[config.mk]
export PLATFORM = sky130hd
export DESIGN_NAME = am_lock_rx
export DESIGN_NICKNAME = d
export VERILOG_FILES = /design/src/rtl/am_pkg.sv /design/src/rtl/am_match.sv /design/src/rtl/am_lock_rx.sv
export SDC_FILE = /design/constraint.sdc
export NUM_CORES = 1
export LEC_CHECK = 0
export CAP_MARGIN = 20
export CELL_PAD_IN_SITES_DETAIL_PLACEMENT = 0
export CELL_PAD_IN_SITES_GLOBAL_PLACEMENT = 1
export CORE_MARGIN = 4
export CORE_UTILIZATION = 40
export CTS_BUF_LIST = sky130_fd_sc_hd__clkbuf_4 sky130_fd_sc_hd__clkbuf_8
export DETAILED_ROUTE_END_ITERATION = 8
export GPL_TIMING_DRIVEN = 0
export PLACE_DENSITY_LB_ADDON = 0.12
export SYNTH_ARGS = -nofsm -noshare
export SYNTH_HDL_FRONTEND = slang
export SYNTH_SLANG_ARGS = --single-unit
[constraint.sdc]
create_clock -name clk -period 5.47 [get_ports clk]
set_clock_uncertainty 0.15 [all_clocks]
set_input_delay 1.094 -clock clk [delete_from_list [all_inputs] [get_ports clk]]
set_output_delay 1.094 -clock clk [all_outputs]
set_load 0.01 [all_outputs]
[src/rtl/am_pkg.sv]
// Alignment marker constants and FSM state type shared by am_lock_rx, deskew_rx and their benches.
// Marker words hold M0 in [7:0] up to M6 in [55:48]; BIP3/BIP7 positions are zero and masked out.
package am_pkg;

   localparam logic [1:0] SYNC_CTRL    = 2'b10;
   localparam int         AM_INVLD_MAX = 4;

   localparam logic [63:0] AM_MASK  = 64'h00ff_ffff_00ff_ffff;
   localparam logic [63:0] AM_LANE0 = 64'h00b8_896f_0047_7690;
   localparam logic [63:0] AM_LANE1 = 64'h0019_3b0f_00e6_c4f0;
   localparam logic [63:0] AM_LANE2 = 64'h0064_9a3a_009b_65c5;
   localparam logic [63:0] AM_LANE3 = 64'h00c2_865d_003d_79a2;

   typedef enum logic [1:0] {
      AM_FIND    = 2'd0,
      AM_CONFIRM = 2'd1,
      AM_LOCK    = 2'd2
   } am_state_e;

   function automatic logic [63:0] am_marker(input int lane);
      logic [63:0] m;
      case (lane)
         0:       m = AM_LANE0;
         1:       m = AM_LANE1;
         2:       m = AM_LANE2;
         3:       m = AM_LANE3;
         default: m = '0;
      endcase
      return m;
   endfunction

endpackage

[src/rtl/am_match.sv]
// Combinational compare of one block against every lane's alignment marker, BIP bytes ignored.
module am_match
   import am_pkg::*;
#(
   parameter int LANE_N  = 4,
   parameter int BLOCK_W = 66,
   localparam int LANE_W = $clog2(LANE_N)
) (
   input  logic [BLOCK_W-1:0] block,
   output logic               hit,
   output logic [LANE_W-1:0]  hit_lane
);

   logic [LANE_N-1:0] hit_oh;

   always_comb begin
      for (int k = 0; k < LANE_N; k++) begin
         hit_oh[k] = (block[BLOCK_W-1 -: 2] == SYNC_CTRL) &&
                     ((block[63:0] & AM_MASK) == am_marker(k));
      end
   end

   // Markers are mutually distinct, so at most one bit of hit_oh is ever set.
   always_comb begin
      hit_lane = '0;
      for (int k = 0; k < LANE_N; k++) begin
         if (hit_oh[k]) begin
            hit_lane = LANE_W'(k);
         end
      end
   end

   assign hit = |hit_oh;

endmodule

[src/rtl/am_lock_rx.sv]
// Per-lane alignment marker lock: finds a marker, confirms it one AM_GAP later, then tracks it.
// Outputs are registered one cycle behind the input so am_v_o lines up with the marker on data_o.
module am_lock_rx
   import am_pkg::*;
#(
   parameter int LANE_N  = 4,
   parameter int BLOCK_W = 66,
   parameter int AM_GAP  = 16384,
   localparam int LANE_W = $clog2(LANE_N)
) (
   input  logic               clk,
   input  logic               nreset,
   input  logic               valid_i,
   input  logic               block_lock_i,
   input  logic [BLOCK_W-1:0] data_i,
   output logic               valid_o,
   output logic [BLOCK_W-1:0] data_o,
   output logic               am_v_o,
   output logic               lock_v_o,
   output logic [LANE_W-1:0]  lane_o
);

   localparam int CNT_W   = $clog2(AM_GAP);
   localparam int INVLD_W = $clog2(AM_INVLD_MAX + 1);
   localparam logic [CNT_W-1:0]   GAP_LAST   = CNT_W'(AM_GAP - 1);
   localparam logic [INVLD_W-1:0] INVLD_LAST = INVLD_W'(AM_INVLD_MAX - 1);

   am_state_e            state_q, state_d;
   logic [CNT_W-1:0]     cnt_q, cnt_d;
   logic [INVLD_W-1:0]   invld_q, invld_d;
   logic [LANE_W-1:0]    lane_q, lane_d;
   logic                 valid_q, valid_d;
   logic [BLOCK_W-1:0]   data_q, data_d;
   logic                 am_v_q, am_v_d;
   logic                 lock_v_q, lock_v_d;

   logic                 hit;
   logic [LANE_W-1:0]    hit_lane;
   logic                 slot;
   logic                 lane_hit;

   am_match #(
      .LANE_N  (LANE_N),
      .BLOCK_W (BLOCK_W)
   ) u_match (
      .block    (data_i),
      .hit      (hit),
      .hit_lane (hit_lane)
   );

   assign slot     = (cnt_q == GAP_LAST);
   assign lane_hit = hit && (hit_lane == lane_q);

   always_comb begin
      state_d  = state_q;
      cnt_d    = cnt_q;
      invld_d  = invld_q;
      lane_d   = lane_q;
      am_v_d   = 1'b0;
      valid_d  = valid_i;
      data_d   = valid_i ? data_i : data_q;
      // Registering the pre-update state makes lock_v_o trail the confirming am_v_o by a cycle.
      lock_v_d = block_lock_i && (state_q == AM_LOCK);

      if (!block_lock_i) begin
         state_d = AM_FIND;
         cnt_d   = '0;
         invld_d = '0;
      end else if (valid_i) begin
         cnt_d = slot ? '0 : cnt_q + CNT_W'(1);
         case (state_q)
            AM_FIND: begin
               if (hit) begin
                  lane_d  = hit_lane;
                  cnt_d   = '0;
                  state_d = AM_CONFIRM;
               end
            end
            AM_CONFIRM: begin
               if (slot) begin
                  if (lane_hit) begin
                     am_v_d  = 1'b1;
                     invld_d = '0;
                     state_d = AM_LOCK;
                  end else if (hit) begin
                     // Falling back to search would take this marker as a new candidate anyway.
                     lane_d = hit_lane;
                     cnt_d  = '0;
                  end else begin
                     state_d = AM_FIND;
                  end
               end
            end
            AM_LOCK: begin
               if (slot) begin
                  if (lane_hit) begin
                     am_v_d  = 1'b1;
                     invld_d = '0;
                  end else if (invld_q == INVLD_LAST) begin
                     invld_d = '0;
                     state_d = AM_FIND;
                  end else begin
                     invld_d = invld_q + INVLD_W'(1);
                  end
               end
            end
            default: state_d = AM_FIND;
         endcase
      end
   end

   always_ff @(posedge clk or negedge nreset) begin
      if (!nreset) begin
         state_q  <= AM_FIND;
         cnt_q    <= '0;
         invld_q  <= '0;
         lane_q   <= '0;
         valid_q  <= 1'b0;
         data_q   <= '0;
         am_v_q   <= 1'b0;
         lock_v_q <= 1'b0;
      end else begin
         state_q  <= state_d;
         cnt_q    <= cnt_d;
         invld_q  <= invld_d;
         lane_q   <= lane_d;
         valid_q  <= valid_d;
         data_q   <= data_d;
         am_v_q   <= am_v_d;
         lock_v_q <= lock_v_d;
      end
   end

   assign valid_o  = valid_q;
   assign data_o   = data_q;
   assign am_v_o   = am_v_q;
   assign lock_v_o = lock_v_q;
   assign lane_o   = lane_q;

endmodule

==> reports/summary.txt <==
First-pass GRT wire length: 20.0 mm
Critical Path Max Stage Delay: 520 ps
DR DRC count: 0
Distinct cells, synth: 56
Peak VDD IR: 0.000216 V
Worst-path clk slew: 90 ps
Crit. End Element: flop
Worst Path Max Fanout: 10
Async SR Flop Fraction: 100%
Worst R2R End: invld_q[1]
Tot GR Track Use: 19.6%
Clock latency on the worst-skew pair: 360 ps
DR vias/cell: 5.39
Worst flop-to-flop path startpoint: cnt_q[0]
RSZ-0062 raised after global routing: false
Net Count, Synth: 458
Vias in the first global route: 3,946
Period utilization: 69.6%
Most area-consuming cells after synthesis: dfrtp_1 50%, mux2_2 17%, nand2_1 2.6%, o21ai_0 1.9%, ha_1 1.7%
Cells along the critical path: clkdlybuf4s50_1 > nor4bb_1 > nand4_1 > nor4_2 > a2111oi_1 > o21ai_1 > buf_2 > o21ai_0 > nand2_1 > o41ai_2
Yosys Warn Count: 0
Ys flop type: dfrtp_1
Die area: 12,900 µm²
Switching part of the total power: 24.1%
Area Growth Syn to Fin: 41.2%
Clock root buffer: clkbuf_8
Hold Crit Depth: 1
CTS tree: built
Fin. Hold Viols: 0
Crit path required time: 5570 ps
Arrival time worst endpoint: 3910 ps
Setup violations, final: 0
Post-synth top cells: 90 x dfrtp_1, 66 x mux2_2, 31 x nand2_1, 17 x o21ai_0, 13 x nor2_1
Most area-hungry cell type in the Yosys netlist: dfrtp_1
Via count: 3,652
Critical path launch point type: primary input
Setup bufs post-CTS: 0
Rows: 38
Routed len/inst: 18.4 µm
GRT overflow: 0
DR pass1 iterations: 4
Post-route ant nets: 0
FMAX: 263 MHz
Max-Cap Viols: 0
Fin. max-slew vios: 0
CTS Buf Count: 9
Reg2Reg Depth: 8
Pin count of the biggest net entering global routing: 52
Initial detailed-routing violation count: 158
Comb power frac: 18.9%
H-tree lvl count: 3
Relative slew slack: 49.2%
Port-buffer cells: 139
Flop pwr share: 45.9%
Post-CTS Hold Fix Bufs: 0
Power Total: 1620 µW
Hold Slack: 348 ps
Worst-margin pin slew: 761 ps
Area fraction of the dominant cell type after synthesis: 50.4%
Setup TNS: 0 ps
CTS sink cnt: 90
Hold WC Path Type: reg -> reg
Core Area: 10,900 µm²
Critical path type: in -> reg
Leakage: 0.00249 µW
Flops & latches, synth: 90
EDFF count, synth: 0
Die Wd: 114 µm
Cell Pwr Density: 256 nW/µm²
Layout cells sized above 1: 19.3%
Top Ports: 141
Reg-to-reg setup timing slack: 2840 ps
Antenna violations before repair: 0
Dpl cell area: 6060 µm²
Status: completed
Placer Congestion: 0.868
Final WL: 12.5 mm
Initial Util: 41.1%
Syn avg cell area: 11.7 µm²
Pint: 1230 µW
Post-synthesis sequential area ratio: 50.4%
Hold Path End: cnt_q[8]
Final HPWL DP: 9.51 mm
Hold path start: cnt_q[8]
Final core occ: 58.0%
Antenna diodes: 0
Final net count: 609
Tmin final: 3810 ps
Worst path slowest cell: nor4bb_1
Clk buf depth: 2
Layout Cell Area excl Fill: 6310 µm²
Syn Std Cell Area: 4470 µm²
Clock power frac: 35.2%
NetSw: 389 µW
Count leader, synth: dfrtp_1
Cts repair resizes: 0
Die Y: 114 µm
Synth Instances: 382
power groups by stage:
| stage | combinational (µW) | sequential (µW) | clock, µW |
|---|---|---|---|
| after global placement | 303 | 753 | 0 |
| after floorplan | 82.9 | 778 | 0 |
| final | 305 | 742 | 569 |
| after CTS | 310 | 742 | 581 |
| after global routing | 327 | 749 | 611 |
| after detailed placement | 309 | 755 | 0 |
stage by stage:
step           std cells  setup slack, ps
4_1_cts              678             1750
6_report             678             1660
2_1_floorplan        382             2410
3_3_place_gp         661             -318
3_5_place_dp         662             1370
5_1_grt              678             1410
cell usage in the layout (no fill, tap or decap), types with 6 or more instances in the layout:
| master | netlist | layout |
|---|---|---|
| clkdlybuf4s50_1 | 0 | 138 |
| dfrtp_1 | 90 | 90 |
| mux2_2 | 66 | 66 |
| nand2_1 | 31 | 31 |
| o21ai_0 | 17 | 17 |
| nor2_1 | 13 | 13 |
| nor2b_1 | 11 | 11 |
| nand2b_1 | 10 | 10 |
| nand3_1 | 10 | 10 |
| o21ai_1 | 10 | 10 |
| clkbuf_8 | 0 | 10 |
| clkbuf_1 | 9 | 9 |
| nor4_1 | 9 | 9 |
| nand4_1 | 9 | 9 |
| inv_1 | 8 | 8 |
| ha_1 | 6 | 6 |
worst max path at each step:
stage | start | endpoint | slack (ps) | depth (start not counted)
2_1_floorplan | data_i[64] | cnt_q[4] | 2410 | 9
3_3_place_gp | nreset | data_o[27] | -320 | 1
3_5_place_dp | data_i[38] | cnt_q[6] | 1370 | 10
4_1_cts | data_i[38] | cnt_q[6] | 1750 | 10
5_1_grt | data_i[38] | cnt_q[4] | 1410 | 10
6_report | data_i[38] | cnt_q[6] | 1660 | 10
kinds of logic after synthesis:
family                   Yosys count  share of synthesized area (%)
multiplexers                      67                           16.8
AO/OA/AOI/OAI                     55                           8.37
buffers and inverters             21                           1.87
adder cells (fa/ha/maj)            6                           1.68
XOR/XNOR                           2                          0.392
flip-flops                        90                           50.4
AND/OR/NAND/NOR                  141                           20.5
registers in the layout (all words and copies together), names as in the netlist:
name	cells
data_o	66
cnt_q	14
invld_q	3
lane_o	2
state_q	2
am_v_o	1
lock_v_o	1
valid_o	1
layout make-up:
| type | instances | area [µm²] |
|---|---|---|
| multi-input cells | 271 | 2140 |
| plain buffers | 13 | 53.8 |
| fillers | 939 | 4570 |
| clock buffers | 12 | 153 |
| repair buffers | 140 | 1420 |
| flip-flops and latches | 90 | 2250 |
| well taps | 140 | 175 |
| clock inverters | 4 | 98.8 |
| inverters | 8 | 30.0 |
worst max-delay path, delay by kind of cell:
kind                   cells  cell delay (ps)
AOI/OAI and AO/OA          4              680
buffers and inverters      2              770
and+or+nand+nor            4             1360
per-layer routing:
layer,GRT usage (%),vias to the layer above,share of wire [%]
met4,5.85,0,1.4
met1,23.9,1826,43
li1,-,1727,-
met2,33.5,86,51
met5,0,-,0
met3,6.05,13,5.2
Note: power is estimated with default switching activity, not from simulation.
